`src/rtl/fp_pkg.sv`:
```
// -----------------------------------------------------------------------------
// fp_pkg
// Shared types and helpers for the floating-point special-case resolver.
//   fp_op_e    : 2-bit op code (ADD, SUB, MUL, DIV)
//   fp_class_t : operand class bits {zero, inf, nan}; all clear means finite
//   cnan()     : canonical NaN (sign 0, exponent and mantissa all ones)
//   inf_val(s) : infinity with sign s
//   zero_val(s): zero with sign s
// The helpers return an FP_MAX_W-bit word built for the requested field widths.
// Callers cast the value down to their own word width.
// -----------------------------------------------------------------------------
package fp_pkg;

   localparam int FP_EXP_W = 8;
   localparam int FP_MAN_W = 23;
   localparam int FP_MAX_W = 64;

   typedef enum logic [1:0] {
      ADD = 2'b00,
      SUB = 2'b01,
      MUL = 2'b10,
      DIV = 2'b11
   } fp_op_e;

   typedef struct packed {
      logic zero;
      logic inf;
      logic nan;
   } fp_class_t;

   function automatic logic [FP_MAX_W-1:0] cnan(input int exp_w = FP_EXP_W,
                                                input int man_w = FP_MAN_W);
      return (64'(1) << (exp_w + man_w)) - 64'(1);
   endfunction

   function automatic logic [FP_MAX_W-1:0] inf_val(input logic s,
                                                   input int exp_w = FP_EXP_W,
                                                   input int man_w = FP_MAN_W);
      logic [FP_MAX_W-1:0] v;
      v = ((64'(1) << exp_w) - 64'(1)) << man_w;
      v[exp_w + man_w] = s;
      return v;
   endfunction

   function automatic logic [FP_MAX_W-1:0] zero_val(input logic s,
                                                    input int exp_w = FP_EXP_W,
                                                    input int man_w = FP_MAN_W);
      logic [FP_MAX_W-1:0] v;
      v = '0;
      v[exp_w + man_w] = s;
      return v;
   endfunction

endpackage

```
`src/rtl/fp_classify.sv`:
```
// -----------------------------------------------------------------------------
// fp_classify
// Combinational IEEE-754 operand classifier.
//   word : input, 1+EXP_W+MAN_W bits, operand to classify
//   cls  : output, fp_class_t {zero, inf, nan}; all clear = finite
//   sign : output, sign bit of the operand
// Macro FP_DENORM_FLUSH_EN: when defined, subnormals (exponent 0, mantissa
// nonzero) classify as zero. Otherwise they classify as finite.
// -----------------------------------------------------------------------------
module fp_classify
   import fp_pkg::*;
#(
   parameter int EXP_W = 8,
   parameter int MAN_W = 23
) (
   input  logic [EXP_W+MAN_W:0] word,
   output fp_class_t            cls,
   output logic                 sign
);

   logic [EXP_W-1:0] exp_f;
   logic [MAN_W-1:0] man_f;
   logic             exp_ones;
   logic             exp_zero;
   logic             man_zero;

   assign sign     = word[EXP_W+MAN_W];
   assign exp_f    = word[EXP_W+MAN_W-1:MAN_W];
   assign man_f    = word[MAN_W-1:0];
   assign exp_ones = &exp_f;
   assign exp_zero = ~|exp_f;
   assign man_zero = ~|man_f;

   assign cls.inf = exp_ones &  man_zero;
   assign cls.nan = exp_ones & ~man_zero;
`ifdef FP_DENORM_FLUSH_EN
   assign cls.zero = exp_zero;
`else
   assign cls.zero = exp_zero & man_zero;
`endif

endmodule

```
`src/rtl/fp_special_resolve_pipe.sv`:
```
// -----------------------------------------------------------------------------
// fp_special_resolve_pipe
// Two-stage valid/ready pipeline that resolves IEEE-754 special cases for
// add/sub/mul/div. It replaces the datapath result where a zero, infinity, NaN
// or large-exponent-gap bypass applies.
//   clk, rst         : clock, synchronous active-high reset
//   in_valid/ready   : input handshake for {op, in1, in2, temp_result, toobig}
//   op               : 00 ADD, 01 SUB, 10 MUL, 11 DIV
//   in1, in2         : operands
//   temp_result      : datapath result used when no special case applies
//   toobig           : [0] exponent gap too big (bypass), [1] larger is in2
//   out_valid/ready  : output handshake
//   result           : resolved result
//   flag_invalid     : NaN result from an invalid operation or NaN input
//   flag_divzero     : finite nonzero divided by zero
// Macro FP_DENORM_FLUSH_EN: when defined, subnormal operands count as zero and a
// subnormal temp_result is flushed to a signed zero.
// Latency is 2 cycles. Throughput is 1 bundle per cycle.
// -----------------------------------------------------------------------------
module fp_special_resolve_pipe
   import fp_pkg::*;
#(
   parameter int EXP_W = 8,
   parameter int MAN_W = 23,
   localparam int W    = 1 + EXP_W + MAN_W
) (
   input  logic         clk,
   input  logic         rst,
   input  logic         in_valid,
   output logic         in_ready,
   input  logic [1:0]   op,
   input  logic [W-1:0] in1,
   input  logic [W-1:0] in2,
   input  logic [W-1:0] temp_result,
   input  logic [1:0]   toobig,
   output logic         out_valid,
   input  logic         out_ready,
   output logic [W-1:0] result,
   output logic         flag_invalid,
   output logic         flag_divzero
);

   localparam logic [W-1:0] CNAN = W'(cnan(EXP_W, MAN_W));

   // ---------------------------------------------------------------- handshake
   logic s1_valid;
   logic s2_ready;
   logic s1_load;

   // The output stage can take a new bundle when it is empty or being drained.
   assign s2_ready = !out_valid || out_ready;
   assign in_ready = !s1_valid || s2_ready;
   assign s1_load  = in_valid && in_ready;

   // ------------------------------------------------------------ S1: classify
   fp_class_t c1_d, c2_d;
   logic      sign1_d, sign2_d;
   logic      s2eff_d;
   logic [W-1:0] in2eff_d;

   fp_classify #(.EXP_W(EXP_W), .MAN_W(MAN_W)) u_cls1 (
      .word (in1),
      .cls  (c1_d),
      .sign (sign1_d)
   );

   fp_classify #(.EXP_W(EXP_W), .MAN_W(MAN_W)) u_cls2 (
      .word (in2),
      .cls  (c2_d),
      .sign (sign2_d)
   );

   // SUB is handled as an ADD of the negated second operand from here on.
   assign s2eff_d  = (fp_op_e'(op) == SUB) ? ~sign2_d : sign2_d;
   assign in2eff_d = {s2eff_d, in2[W-2:0]};

   fp_op_e       s1_op;
   logic [1:0]   s1_toobig;
   logic [W-1:0] s1_temp;
   logic [W-1:0] s1_in1;
   logic [W-1:0] s1_in2eff;
   fp_class_t    s1_c1, s1_c2;
   logic         s1_s1, s1_s2eff;

   always_ff @(posedge clk) begin
      // NOTE: sequential state uses non-blocking assignments so every register
      // samples pre-edge values, regardless of the statement order in the block.
      if (rst) begin
         s1_valid <= 1'b0;
      end else if (in_ready) begin
         s1_valid <= in_valid;
      end
   end

   // NOTE: payload registers carry no reset. Only the valid bits gate their use,
   // so clearing them would add reset fan-out without changing behaviour.
   always_ff @(posedge clk) begin
      if (s1_load) begin
         s1_op     <= fp_op_e'(op);
         s1_toobig <= toobig;
         s1_temp   <= temp_result;
         s1_in1    <= in1;
         s1_in2eff <= in2eff_d;
         s1_c1     <= c1_d;
         s1_c2     <= c2_d;
         s1_s1     <= sign1_d;
         s1_s2eff  <= s2eff_d;
      end
   end

   // ------------------------------------------------------------- S2: resolve
   logic [W-1:0] res_d;
   logic         inv_d;
   logic         dz_d;
   logic [W-1:0] temp_sel;
   logic         sx;
   logic         is_addsub;

   assign sx        = s1_s1 ^ s1_s2eff;
   assign is_addsub = (s1_op == ADD) || (s1_op == SUB);

`ifdef FP_DENORM_FLUSH_EN
   assign temp_sel = (~|s1_temp[W-2:MAN_W])
                   ? W'(zero_val(s1_temp[W-1], EXP_W, MAN_W))
                   : s1_temp;
`else
   assign temp_sel = s1_temp;
`endif

   always_comb begin
      // NOTE: every output gets a default first, so no path through the
      // priority chain can leave a value unassigned and infer a latch.
      res_d = temp_sel;
      inv_d = 1'b0;
      dz_d  = 1'b0;

      if (s1_c1.nan || s1_c2.nan) begin
         res_d = CNAN;
         inv_d = 1'b1;
      end else if (is_addsub && s1_toobig[0]) begin
         res_d = s1_toobig[1] ? s1_in2eff : s1_in1;
      end else begin
         unique case (s1_op)
            ADD, SUB: begin
               if (s1_c1.inf && s1_c2.inf) begin
                  if (s1_s1 != s1_s2eff) begin
                     res_d = CNAN;
                     inv_d = 1'b1;
                  end else begin
                     res_d = s1_in1;
                  end
               end else if (s1_c1.inf) begin
                  res_d = s1_in1;
               end else if (s1_c2.inf) begin
                  res_d = s1_in2eff;
               end else if (s1_c1.zero && s1_c2.zero) begin
                  res_d = W'(zero_val(s1_s1 & s1_s2eff, EXP_W, MAN_W));
               end else if (s1_c1.zero) begin
                  res_d = s1_in2eff;
               end else if (s1_c2.zero) begin
                  res_d = s1_in1;
               end
            end
            MUL: begin
               if ((s1_c1.zero && s1_c2.inf) || (s1_c1.inf && s1_c2.zero)) begin
                  res_d = CNAN;
                  inv_d = 1'b1;
               end else if (s1_c1.inf || s1_c2.inf) begin
                  res_d = W'(inf_val(sx, EXP_W, MAN_W));
               end else if (s1_c1.zero || s1_c2.zero) begin
                  res_d = W'(zero_val(sx, EXP_W, MAN_W));
               end
            end
            DIV: begin
               if ((s1_c1.zero && s1_c2.zero) || (s1_c1.inf && s1_c2.inf)) begin
                  res_d = CNAN;
                  inv_d = 1'b1;
               end else if (s1_c2.zero) begin
                  // 0/0 is already handled, so only inf/0 is exempt from divzero.
                  res_d = W'(inf_val(sx, EXP_W, MAN_W));
                  dz_d  = !s1_c1.inf;
               end else if (s1_c1.zero || s1_c2.inf) begin
                  res_d = W'(zero_val(sx, EXP_W, MAN_W));
               end else if (s1_c1.inf) begin
                  res_d = W'(inf_val(sx, EXP_W, MAN_W));
               end
            end
            default: ;
         endcase
      end
   end

   always_ff @(posedge clk) begin
      if (rst) begin
         out_valid    <= 1'b0;
         result       <= '0;
         flag_invalid <= 1'b0;
         flag_divzero <= 1'b0;
      end else if (s2_ready) begin
         out_valid <= s1_valid;
         if (s1_valid) begin
            result       <= res_d;
            flag_invalid <= inv_d;
            flag_divzero <= dz_d;
         end
      end
   end

endmodule

```
`config.mk`:
```
export PLATFORM = sky130hd
export DESIGN_NAME = fp_special_resolve_pipe
export DESIGN_NICKNAME = d
export VERILOG_FILES = /design/src/rtl/fp_pkg.sv /design/src/rtl/fp_classify.sv /design/src/rtl/fp_special_resolve_pipe.sv
export SDC_FILE = /design/constraint.sdc
export NUM_CORES = 1
export LEC_CHECK = 0
export CAP_MARGIN = 40
export CORE_UTILIZATION = 47
export CTS_BUF_LIST = sky130_fd_sc_hd__clkbuf_16
export CTS_CLUSTER_DIAMETER = 50
export DETAILED_ROUTE_END_ITERATION = 12
export PLACE_DENSITY = 0.78
export SYNTH_ARGS = -nofsm -noshare
export SYNTH_HDL_FRONTEND = slang
export SYNTH_SLANG_ARGS = --single-unit
```
`constraint.sdc`:
```
create_clock -name clk -period 3.7 [get_ports clk]
set_input_delay 0.74 -clock clk [delete_from_list [all_inputs] [get_ports clk]]
set_output_delay 0.74 -clock clk [all_outputs]
set_load 0.02 [all_outputs]
```
==> Word level (Yosys, flattened, before mapping) <==
Index checks and enable logic that the tools add are counted.
W data, S select, Z words.
{ "word_totals": {"wordCells": 94, "out_inout_bits": 36, "register_bits": 144, "inputBits": 104} }
{ "classes": {"n_reduce_logical": 31, "bitwise": 9, "muxes": 31, "n_eq_ne": 5} }
{ "ops": {"columns": ["operator", "n"], "rows": [
  ["$mux W32", 17],
  ["$pmux W32 S3", 1],
  ["$reduce_or A23 Y1", 2],
  ["$reduce_and A8 Y1", 2],
  ["$reduce_or A8 Y1", 2],
  ["$mux W1", 12],
  ["$logic_or A1 B1 Y1", 9],
  ["$and A1 B1 Y1", 7],
  ["$logic_not A1 Y1", 7],
  ["$logic_and A1 B1 Y1", 6],
  ["$eq A2 B1 Y1 const B", 2],
  ["$eq A2 B2 Y1 const B", 2],
  ["$pmux W1 S3", 1],
  ["$logic_not A2 Y1", 1],
  ["$reduce_and A2 Y1", 1],
  ["$reduce_or A2 Y1", 1],
  ["$ne A1 B1 Y1", 1],
  ["$not A1 Y1", 1],
  ["$xor A1 B1 Y1", 1]
]} }

==> Depth between registers and ports, before layout <==
{ "depth": {"ltp_word": 9, "mapped_depth": 8, "ltp_nobuf": 6} }

==> By module <==
Synthesis repeated with hierarchy kept, for this count alone.
{ "unflattened": {"cells_unflattened": 657, "hier_area_um2": 7024.2} }
{ "by_module_without_submodules": {"columns": ["module", "area_each_um2", "seq_area_each_um2", "cells_each", "n_inst"], "rows": [
  ["fp_special_resolve_pipe", 6794.0, 3933.8, 621, 1],
  ["fp_classify", 115.1, 0.0, 18, 2]
]} }

==> Worst setup path before layout <==
OpenSTA, ideal clock, no wires.
{ "synth_timing": {"path_kind": "input to register", "start": "input port out_ready", "end": "register s1_c1[0] in the netlist's numbering (enable)", "path_buffers": 0, "t_arrival_ns": 3.472, "setup_time_ns": 0.477, "cell_stages": 3, "required_time_ns": 3.223, "slack_ns": -0.249, "cell_sequence": "nor2b_1 nand2_1 and2_1"} }
{ "synth_via": {"elab_chain_cells": 3} }
{ "synth_lines": {"columns": ["element", "line", "rtl"], "rows": [
  ["from (decl)", "fp_special_resolve_pipe.sv:37", "input logic out_ready,"],
  ["$logic_or A1 B1 Y1", "fp_special_resolve_pipe.sv:51", "assign s2_ready = !out_valid || out_ready;"],
  ["$logic_or A1 B1 Y1", "fp_special_resolve_pipe.sv:52", "assign in_ready = !s1_valid || s2_ready;"],
  ["named net in_ready", "fp_special_resolve_pipe.sv:30", "output logic in_ready,"],
  ["$logic_and A1 B1 Y1", "fp_special_resolve_pipe.sv:53", "assign s1_load = in_valid && in_ready;"],
  ["named net s1_load", "fp_special_resolve_pipe.sv:48", "logic s1_load;"],
  ["to (signal assigned)", "fp_special_resolve_pipe.sv:104", "s1_c1 <= c1_d;"],
  ["to (decl)", "fp_special_resolve_pipe.sv:82", "fp_class_t s1_c1, s1_c2;"]
]} }
The timed path passes the listed nets, and every way through them passes these cells.
A chain may end at the register's enable or synchronous reset.

==> Final worst setup path <==
{ "layout_timing": {"start": "input port out_ready", "end": "output port in_ready"} }
{ "layout_via": {"elab_chain_cells": 2} }
{ "layout_lines": {"columns": ["element", "line"], "rows": [
  ["$logic_or A1 B1 Y1", "fp_special_resolve_pipe.sv:51"],
  ["$logic_or A1 B1 Y1", "fp_special_resolve_pipe.sv:52"],
  ["to (decl)", "fp_special_resolve_pipe.sv:30"]
]} }
Every way passes these cells.

==> results_dict.tcl <==
set metrics [dict create \
    die_h_um 123 \
    vdd_drop_max_v 0.000375 \
    leakagePower_nw 3.11 \
    cts.root.buffer_cell "clkbuf_16" \
    cp-end-kind "output port" \
    max_slew.worst_pin.slew_ns 1.02 \
    first_iter_violations 1069 \
    fin_crit_ns 2.81 \
    hold_path.class "flip-flop to flip-flop" \
    synth_cells 624 \
    rows 43 \
    maxCapViolations 0 \
    fin_tns_setup_ns 0 \
    cts.sinks 142 \
    dpl_cell_area_um2 8440 \
    max_freq_mhz 355 \
    setup_viol 0 \
    cts_setup_buffers 0 \
    cts_inserted_buffers 17 \
    stdcell_area_um2 9020 \
    hold_violations 0 \
    grt_max_degree 43 \
    grt_use_met3_pct 7.75 \
    synth_area_um2 6870 \
    finalNetCount 856 \
    finalCritPeriodShare_pct 76.0 \
    routed_wl_mm 21.3 \
    grt.total_usage_pct 29.5 \
    insertion_delay_ns 0.43 \
    antenna_found_initial 0 \
    vias 6065 \
    place_congestion 0.947 \
    core_um2 14000 \
    yosys_register_bits 142 \
    grt_pass1_wl_mm 32.7 \
    startpoint "out_ready" \
    first_pass_iters 6 \
    maxSlewHeadroom_pct 31.7 \
    arrival_ns 2.07 \
    clock_path_buffers 2 \
    r2r_start "s1_c1[1]" \
    cts_resized 0 \
    avgSynthCellArea_um2 11.0 \
    fp.dieW_um 123 \
    ff2ff_setup_slack_ns 1.00 \
    vias_per_cell 6.42 \
    clk_pin_slew_worst_paths_ns 0.06 \
    grt_pass1_vias 5967 \
    grt.met1_usage_pct 39.9 \
    port_buffers 139 \
    skew_ns 0.0115 \
    critPathLaunchType "input pin" \
    hpwlAfterDp_mm 14.9 \
    yosysWarnings 0 \
    synth-async-reset-ratio_pct 0 \
    synth_fp_nets 729 \
    worst-setup-path-type "input pin to output port" \
    grt_overflow_total 0 \
    h-tree-depth 4 \
    synth_cell_types 57 \
    ys_seq_area_share_pct 56.8 \
    cp_max_fo 3 \
    rsz0062_at_grt "no" \
    cts_tree "built" \
    hold_buffers 0 \
    yosys_most_used_dff "edfxtp_1" \
    drive_above_1_share_pct 11.1 \
    busiest_layer "met2" \
    ios 140 \
    p_per_area_nw_per_um2 459 \
    drc_errors 0 \
    die_area_um2 15100 \
    synth_enable_flop_cells 106 \
    syn_to_final_growth_pct 31.3 \
    worst-endpoint-required_ns 2.96 \
    slew_violations 0 \
    start_util_pct 48.9 \
    diodes 0 \
    wl_per_cell_um 22.5 \
    use_met2_pct 43.9 \
    hold_start "result[9]" \
    outcome "finished, final reports clean" \
    final_antenna_net_count 0 \
]
stage by stage:
| stage | setup slack [ns] | hold WS [ns] | std cells | total power, W | utilization (%) |
|---|---|---|---|---|---|
| after floorplan | 0.922 | 0.519 | 624 | 0.00220 | - |
| after global placement | 0.724 | 0.493 | 909 | 0.00247 | 59.8 |
| after detailed placement | 0.943 | 0.512 | 911 | 0.00250 | 60.1 |
| after CTS | 0.893 | 0.520 | 943 | 0.00414 | 64.2 |
| after global routing | 0.794 | 0.531 | 944 | 0.00426 | 64.2 |
| final | 0.886 | 0.513 | 944 | 0.00414 | 64.2 |
cell usage in the layout (no fill, tap or decap), types with 3 or more instances in the layout:
master,count
a211oi_1,18
a21oi_1,51
a221oi_1,8
a311oi_1,3
and2_1,17
and4_1,3
buf_4,15
clkbuf_16,17
clkdlybuf4s50_1,139
clkinv_1,4
clkinv_4,3
clkinvlp_4,3
dfxtp_1,36
edfxtp_1,106
mux2_2,28
mux2i_1,13
nand2_1,22
nand2b_1,4
nand4_1,7
nor2_1,78
nor2b_1,18
nor3_1,12
nor4_1,16
o21a_1,8
o21ai_0,26
o21bai_1,4
o221ai_1,26
o22ai_1,30
routing by layer:
layer  vias up  share of wire (%)  wire (um)
met3        85                 12       2520
met4         0                3.4        726
met2       472                 45       9610
met1      2830                 40       8400
li1       2678                  -          -
met5         -                  0          0
registers in the layout (all words and copies together) (netlist names):
name          flops
result           32
s1_in1           32
s1_in2eff        32
s1_temp          32
s1_c1             3
s1_c2             3
s1_op             2
s1_toobig         2
flag_divzero      1
flag_invalid      1
out_valid         1
s1_valid          1
where the power goes:
group / switching [W] / total (W) / internal, W
clock network: 0.000673 / 0.00166 / 0.000985
registers: 0.0000887 / 0.00191 / 0.00182
logic: 0.000295 / 0.000573 / 0.000278
kinds of logic (layout without fill, tap and decap cells):
group           after synthesis  in the layout  synth area share [%]
simple gates                190            190                  13.8
compound gates              195            195                  19.0
xor+xnor                      1              1                 0.128
buf+inv                      53            193                  3.37
fa+ha+maj                     1              1                 0.182
flops                       142            142                  56.8
mux                          42             42                  6.65
cell usage after synthesis, drive strengths merged (22+ instances only):
library cell,n,area share (%)
o22ai,30,2.7
o21ai,28,2.0
dfxtp,36,10
o221ai,26,3.3
nand2,22,1.2
nor2,79,4.4
edfxtp,106,46
a21oi,51,3.7
clkbuf,33,1.8
mux2,29,4.8
worst max-delay path, stage by stage:
cell and delay (ns):
clkdlybuf4s50_1 0.44, nor2b_1 0.23, nand2_1 0.11, clkdlybuf4s50_1 0.55
path summary, 6_finish.rpt:
check              end  depth (start not counted)
max           in_ready                          4
min          result[9]                          2
max reg2reg  result[5]                          5
min reg2reg  result[9]                          2
area by class of cell:
type / count / area [um^2]
timing repair buffer: 158 / 1570
sequential: 142 / 3900
tap: 180 / 225
clock buffer: 17 / 425
inverter: 3 / 11.3
clock inverter: 15 / 146
multi-input combinational: 429 / 2740
fill: 1068 / 5020
No activity file was read; power rests on OpenSTA's default activity.
